===== src/rtl/trace_pkg.sv =====
// Shared definitions for the trace capture path (trace_filter feeding trace_buffer):
// opcode classes, trace-entry layout and default sizing.
package trace_pkg;

    localparam int INSTR_WIDTH        = 32;
    localparam int DEFAULT_PC_WIDTH   = 64;
    localparam int DEFAULT_DEPTH      = 16;
    localparam int DEFAULT_PACKET_LEN = 8;
    localparam int DEFAULT_CNT_WIDTH  = 32;

    // Major opcodes, instr[6:0], as classified by trace_filter.
    localparam logic [6:0] OPC_LOAD   = 7'b0000011;
    localparam logic [6:0] OPC_OP_IMM = 7'b0010011;
    localparam logic [6:0] OPC_STORE  = 7'b0100011;
    localparam logic [6:0] OPC_OP     = 7'b0110011;
    localparam logic [6:0] OPC_BRANCH = 7'b1100011;
    localparam logic [6:0] OPC_JALR   = 7'b1100111;
    localparam logic [6:0] OPC_JAL    = 7'b1101111;

    // One stored trace item at the default PC width; packet end marker in bit 0.
    typedef struct packed {
        logic [INSTR_WIDTH-1:0]      instr;
        logic [DEFAULT_PC_WIDTH-1:0] pc;
        logic                        last;
    } trace_entry_t;

    function automatic int entry_width(input int pc_width);
        return INSTR_WIDTH + pc_width + 1;
    endfunction

endpackage


===== src/rtl/trace_fifo.sv =====
// Generic first-word-fall-through FIFO. The caller never pops when empty nor pushes when
// full without a pop; mark_last sets bit 0 of the newest entry when there is no push.
module trace_fifo #(
    parameter int WIDTH = 8,
    parameter int DEPTH = 16
) (
    input  logic                   clk,
    input  logic                   rst_n,
    input  logic                   push,
    input  logic [WIDTH-1:0]       wdata,
    input  logic                   pop,
    input  logic                   mark_last,
    output logic [WIDTH-1:0]       rdata,
    output logic                   empty,
    output logic                   full,
    output logic [$clog2(DEPTH):0] fill_level
);

    localparam int               PTR_W    = $clog2(DEPTH);
    localparam int               LVL_W    = PTR_W + 1;
    localparam logic [PTR_W-1:0] PTR_ONE  = PTR_W'(1);
    localparam logic [LVL_W-1:0] LVL_ONE  = LVL_W'(1);
    localparam logic [LVL_W-1:0] LVL_FULL = LVL_W'(DEPTH);

    logic [WIDTH-1:0] mem [DEPTH];
    logic [PTR_W-1:0] wr_ptr;
    logic [PTR_W-1:0] rd_ptr;

    // NOTE: storage is deliberately not reset; validity comes from fill_level alone,
    // so the array can map onto plain RAM/flops without a reset network.
    always_ff @(posedge clk) begin
        if (push) begin
            mem[wr_ptr] <= wdata;
        end else if (mark_last) begin
            mem[wr_ptr - PTR_ONE][0] <= 1'b1;
        end
    end

    // NOTE: all clocked state uses non-blocking assignments so every register samples
    // pre-edge values, independent of statement order.
    always_ff @(posedge clk or negedge rst_n) begin
        if (!rst_n) begin
            wr_ptr     <= '0;
            rd_ptr     <= '0;
            fill_level <= '0;
        end else begin
            if (push) wr_ptr <= wr_ptr + PTR_ONE;
            if (pop)  rd_ptr <= rd_ptr + PTR_ONE;
            if (push && !pop) begin
                fill_level <= fill_level + LVL_ONE;
            end else if (pop && !push) begin
                fill_level <= fill_level - LVL_ONE;
            end
        end
    end

    assign rdata = mem[rd_ptr];
    assign empty = (fill_level == '0);
    assign full  = (fill_level == LVL_FULL);

endmodule


===== src/rtl/trace_buffer.sv =====
// Captures trace items kept by trace_filter into a FWFT FIFO, streams them out with
// packet boundaries (tlast) and keeps saturating kept/dropped/lost statistics.
module trace_buffer
    import trace_pkg::*;
#(
    parameter int DEPTH      = DEFAULT_DEPTH,
    parameter int PC_WIDTH   = DEFAULT_PC_WIDTH,
    parameter int PACKET_LEN = DEFAULT_PACKET_LEN,
    parameter int CNT_WIDTH  = DEFAULT_CNT_WIDTH
) (
    input  logic                          clk,
    input  logic                          rst_n,
    input  logic                          en,
    input  logic                          in_valid,
    input  logic [PC_WIDTH-1:0]           in_pc,
    input  logic [INSTR_WIDTH-1:0]        in_instr,
    input  logic                          drop_instr,
    input  logic                          flush,
    input  logic                          clear_stats,
    output logic                          m_tvalid,
    input  logic                          m_tready,
    output logic [PC_WIDTH+INSTR_WIDTH-1:0] m_tdata,
    output logic                          m_tlast,
    output logic                          overflow,
    output logic [CNT_WIDTH-1:0]          kept_count,
    output logic [CNT_WIDTH-1:0]          dropped_count,
    output logic [CNT_WIDTH-1:0]          lost_count,
    output logic [$clog2(DEPTH):0]        fill_level
);

    localparam int                   ENTRY_W = entry_width(PC_WIDTH);
    localparam int                   LVL_W   = $clog2(DEPTH) + 1;
    localparam int                   PKT_W   = (PACKET_LEN > 1) ? $clog2(PACKET_LEN) : 1;
    localparam logic [PKT_W-1:0]     PKT_MAX = PKT_W'(PACKET_LEN - 1);
    localparam logic [PKT_W-1:0]     PKT_ONE = PKT_W'(1);
    localparam logic [LVL_W-1:0]     LVL_ONE = LVL_W'(1);
    localparam logic [CNT_WIDTH-1:0] CNT_ONE = CNT_WIDTH'(1);

    logic               cap, keep, drop_hit, pop, push, lose;
    logic               last_bit, entries_remain, flush_act, mark_last;
    logic               fifo_empty, fifo_full;
    logic [PKT_W-1:0]   pkt_cnt;
    logic               pending_last;
    logic [ENTRY_W-1:0] rdata;

    // A clear in the same cycle as an event leaves the counter at exactly one.
    function automatic logic [CNT_WIDTH-1:0] next_count(input logic [CNT_WIDTH-1:0] cnt,
                                                       input logic inc, input logic clr);
        if (clr) return inc ? CNT_ONE : '0;
        if (inc && (cnt != '1)) return cnt + CNT_ONE;
        return cnt;
    endfunction

    // NOTE: every signal here is assigned on every evaluation, so no latches are inferred.
    always_comb begin
        cap      = en & in_valid;
        keep     = cap & ~drop_instr;
        drop_hit = cap & drop_instr;
        pop      = m_tvalid & m_tready;
        push     = keep & (~fifo_full | pop);
        lose     = keep & fifo_full & ~pop;
        last_bit = (pkt_cnt == PKT_MAX) | flush | pending_last;
        // Whether anything is still queued once this cycle's pop has retired.
        entries_remain = pop ? (fill_level > LVL_ONE) : ~fifo_empty;
        flush_act      = flush & ~push & ((pkt_cnt != '0) | pending_last);
        mark_last      = flush_act & entries_remain;
    end

    always_ff @(posedge clk or negedge rst_n) begin
        if (!rst_n) begin
            pkt_cnt       <= '0;
            pending_last  <= 1'b0;
            overflow      <= 1'b0;
            kept_count    <= '0;
            dropped_count <= '0;
            lost_count    <= '0;
        end else begin
            kept_count    <= next_count(kept_count, push, clear_stats);
            dropped_count <= next_count(dropped_count, drop_hit, clear_stats);
            lost_count    <= next_count(lost_count, lose, clear_stats);
            overflow      <= lose | (overflow & ~clear_stats);

            if (push) begin
                if (last_bit) begin
                    pkt_cnt      <= '0;
                    pending_last <= 1'b0;
                end else begin
                    pkt_cnt <= pkt_cnt + PKT_ONE;
                end
            end else if (flush_act) begin
                // Nothing left to mark: the next pushed item closes the packet instead.
                pkt_cnt <= '0;
                if (!entries_remain) pending_last <= 1'b1;
            end
        end
    end

    trace_fifo #(
        .WIDTH (ENTRY_W),
        .DEPTH (DEPTH)
    ) u_fifo (
        .clk        (clk),
        .rst_n      (rst_n),
        .push       (push),
        .wdata      ({in_instr, in_pc, last_bit}),
        .pop        (pop),
        .mark_last  (mark_last),
        .rdata      (rdata),
        .empty      (fifo_empty),
        .full       (fifo_full),
        .fill_level (fill_level)
    );

    assign m_tvalid = ~fifo_empty;
    assign m_tdata  = rdata[ENTRY_W-1:1];
    assign m_tlast  = m_tvalid & rdata[0];

endmodule


===== config.mk =====
export PLATFORM = sky130hd
export DESIGN_NAME = trace_buffer
export DESIGN_NICKNAME = d
export VERILOG_FILES = /design/src/rtl/trace_pkg.sv /design/src/rtl/trace_fifo.sv /design/src/rtl/trace_buffer.sv
export SDC_FILE = /design/constraint.sdc
export NUM_CORES = 2
export LEC_CHECK = 0
export CORE_MARGIN = 8
export CORE_UTILIZATION = 60
export CTS_BUF_LIST = sky130_fd_sc_hd__clkbuf_8 sky130_fd_sc_hd__clkbuf_16
export DETAILED_ROUTE_END_ITERATION = 16
export HOLD_SLACK_MARGIN = 0.03
export PLACE_DENSITY = 0.85
export SETUP_SLACK_MARGIN = 0.3
export SLEW_MARGIN = 20
export SYNTH_ARGS = -nofsm -noshare
export SYNTH_HDL_FRONTEND = slang
export SYNTH_SLANG_ARGS = --single-unit

===== constraint.sdc =====
create_clock -name clk -period 13.65 [get_ports clk]
set_input_delay 3.4125 -clock clk [delete_from_list [all_inputs] [get_ports clk]]
set_output_delay 3.4125 -clock clk [all_outputs]
set_load 0.02 [all_outputs]

==> out/results.ini <==
[run_status]
outcome = complete, no violations

[timing]
max-slew-margin-rel = 0.202
finalCriticalPeriod_ps = 8600
setup_viol = 0
whs_ps = 489
finalSetupTns_ps = 0
fmax_mhz = 116
rsz0062_at_grt = false
report.final.hold_viol_count = 0
skew_ps = 27.8
slew_viol_final = 0
fin_crit_sh = 0.630
worst_pin_slew_ps = 1200

[finish]
final_common_cell = edfxtp_1
final_cell_mix = edfxtp_1 (1,552), mux4_2 (485), clkdlybuf4s50_1 (301), clkbuf_16 (161), dfrtp_1 (110)
fin_cells = 4923
nets = 3495
drive_above_1_share = 0.233
syn_to_final_growth_pct = 15.0
design_area_um2 = 75200

[flow_run]
maxCapViolCount = 0

[global_routing]
grt_remaining_overflow = 0
grt_pass1_wl_um = 254000
grt.total_usage = 0.291
grt_max_degree = 156
antenna_found_initial = 8
grt_pass1_vias = 35569

[worst_setup_path]
path_cells = buf_4, buf_16, buf_4, mux4_2, mux4_2, clkdlybuf4s50_1
cp.arrival_ps = 5190
cp_slowest_cell = dfrtp_4
r2r-start = u_fifo.fill_level[2]$_DFFE_PN0P_
cp-end-kind = primary output
critPathMaxFanout = 49
crit_required_ps = 10240
rr_worst_depth = 9
worstReg2RegEnd = u_fifo.mem[6][53]$_DFFE_PP_
r2r_slack_ps = 8290
critPathMaxStageDelay_ps = 850
cp.depth = 6
crit_type = flip-flop to primary output
start_kind = flip-flop
cp_num_buf_inv = 4
path_delay_family = buffers and inverters

[synth]
ys_seq_area_frac = 0.756
synth_edf_count = 1552
synth_top_area_share = 0.713
yosys_register_bits = 1666
synth_cells = 3011
syn_area_um2 = 65400
async_flop_share = 0.0684
synth.largest_area_cell = edfxtp_1
syn_area_per_cell_um2 = 21.7
yosysWarnings = 0
yosys-top-cells-area = edfxtp_1 (71%), mux4_2 (17%), dfrtp_1 (4.4%), and2_1 (0.97%), clkbuf_1 (0.61%)
synth_ff_type = edfxtp_1
yosysUniqueCellTypes = 65
syn_nets = 3129

[die]
die_h_um = 346
pin_count = 304
dieArea_um2 = 120000
die_x_um = 346
rows = 121
initial_core_util = 0.602
core_area_um2 = 109000

[clocking]
postCtsHoldBufs = 0
numCtsBuffers = 158
postCtsSetupRepairBufs = 0
tritoncts = built
clockBufferDepth = 3
h-tree-depth = 4
cts.clk_slew.worst_paths_ps = 70
clock_latency_ps = 770
cts.sinks = 1666
root_buffer = clkbuf_16
cts_resized = 0

[min_path]
worstHoldStart = overflow$_DFF_PN0_
hp-class = flip-flop to flip-flop
min_to = overflow$_DFF_PN0_
hold_depth = 1

[route]
drt_first_pass_iters = 5
drc = 0
drtAntennaViolNets = 0
drt-total-wl_um = 178000
dr_total_vias = 34656
vias_per_cell = 7.04
drt_iter0_drc = 4446
wl_per_cell_um = 36.2

[place]
hpwl_um = 85300
dp.cells = 4629
port_buffers = 303
gp_congestion = 0.840
dpl_cell_area_um2 = 70200

[pwr]
power_density_nw_per_um2 = 204
power_w = 0.0153
vdd_drop_max_mv = 0.224
p_leak_nw = 23.9

through the flow:
stage                      util  setup WS, ps
after detailed placement  0.646          5260
after CTS                 0.692          4640
after global routing      0.693          4720
final                     0.693          5050
after floorplan               -          2330
after global placement    0.646          5420
registers in the layout (all words and copies together), names as in the netlist:
signal	cells
lost_count	32
u_fifo.mem	1552
u_fifo.wr_ptr	4
kept_count	32
u_fifo.fill_level	5
overflow	1
dropped_count	32
pending_last	1
pkt_cnt	3
u_fifo.rd_ptr	4
power breakdown:
part           internal, W  switching, W  total, W
combinational      0.00214       0.00255   0.00469
clock              0.00234       0.00194   0.00429
sequential         0.00611      0.000245   0.00636
total               0.0106       0.00474    0.0153
final cells by class:
cell class	count	area (um^2)
sequential	1666	49500
clock inverter	128	903
multi-input combinational	1166	15400
antenna	2	5.00
inverter	27	101
timing repair buffer	358	3530
fill	6072	33400
clock buffer	162	4040
tap	1414	1770
cells by family (layout without fill, tap and decap cells):
kind of cell	after synthesis	after routing	share of synthesized area
buffers and inverters	179	675	0.0110
AOI/OAI and AO/OA	159	159	0.0152
muxes	509	509	0.171
DFF	1666	1666	0.756
xor gates and xnor gates	24	24	0.00321
adders and majority gates	14	14	0.00268
and+or+nand+nor	460	460	0.0406
other	0	2	0
per-layer routing:
metal  global-route usage  part of all wire  up-vias
met3               0.0625              0.10      486
li1                     -                 -    13394
met5                    0          0.000078        -
met4                0.126             0.048        2
met2                0.492              0.52     2737
met1                0.366              0.34    18037
synthesized netlist by cell type, drive strengths merged (9+ instances only):
master  count
nand2      56
clkbuf    107
nand4      30
or4        33
or3        36
nor4       21
buf        45
dfrtp     114
nor3       11
xor2        9
xnor2      15
edfxtp   1552
ha         14
nor2       82
o21ai      36
and2      101
inv        27
and4        9
nor2b      16
mux4      485
mux2       17
nand3      37
a21oi      66
o31ai      34
how the worst max path moves through the flow:
stage,from,endpoint,slack (ps)
floorplan,drop_instr,u_fifo.mem[3][10]$_DFFE_PP_,2330
global route,u_fifo.rd_ptr[0]$_DFFE_PN0N_,m_tdata[63],4720
detailed placement,m_tready,u_fifo.mem[6][34]$_DFFE_PP_,5260
CTS,u_fifo.rd_ptr[0]$_DFFE_PN0N_,m_tdata[63],4640
finish,u_fifo.rd_ptr[0]$_DFFE_PN0N_,m_tdata[63],5050
global placement,m_tready,u_fifo.mem[5][33]$_DFFE_PP_,5420
worst register-to-register path: cells and delay by family, from the launching register on:
kind | cells | cell delay (ps)
buffers and inverters | 3 | 1820
flip-flops | 1 | 510
multiplexers | 1 | 440
AND/OR/NAND/NOR | 5 | 2080
Note: power is estimated with default switching activity, not from simulation.
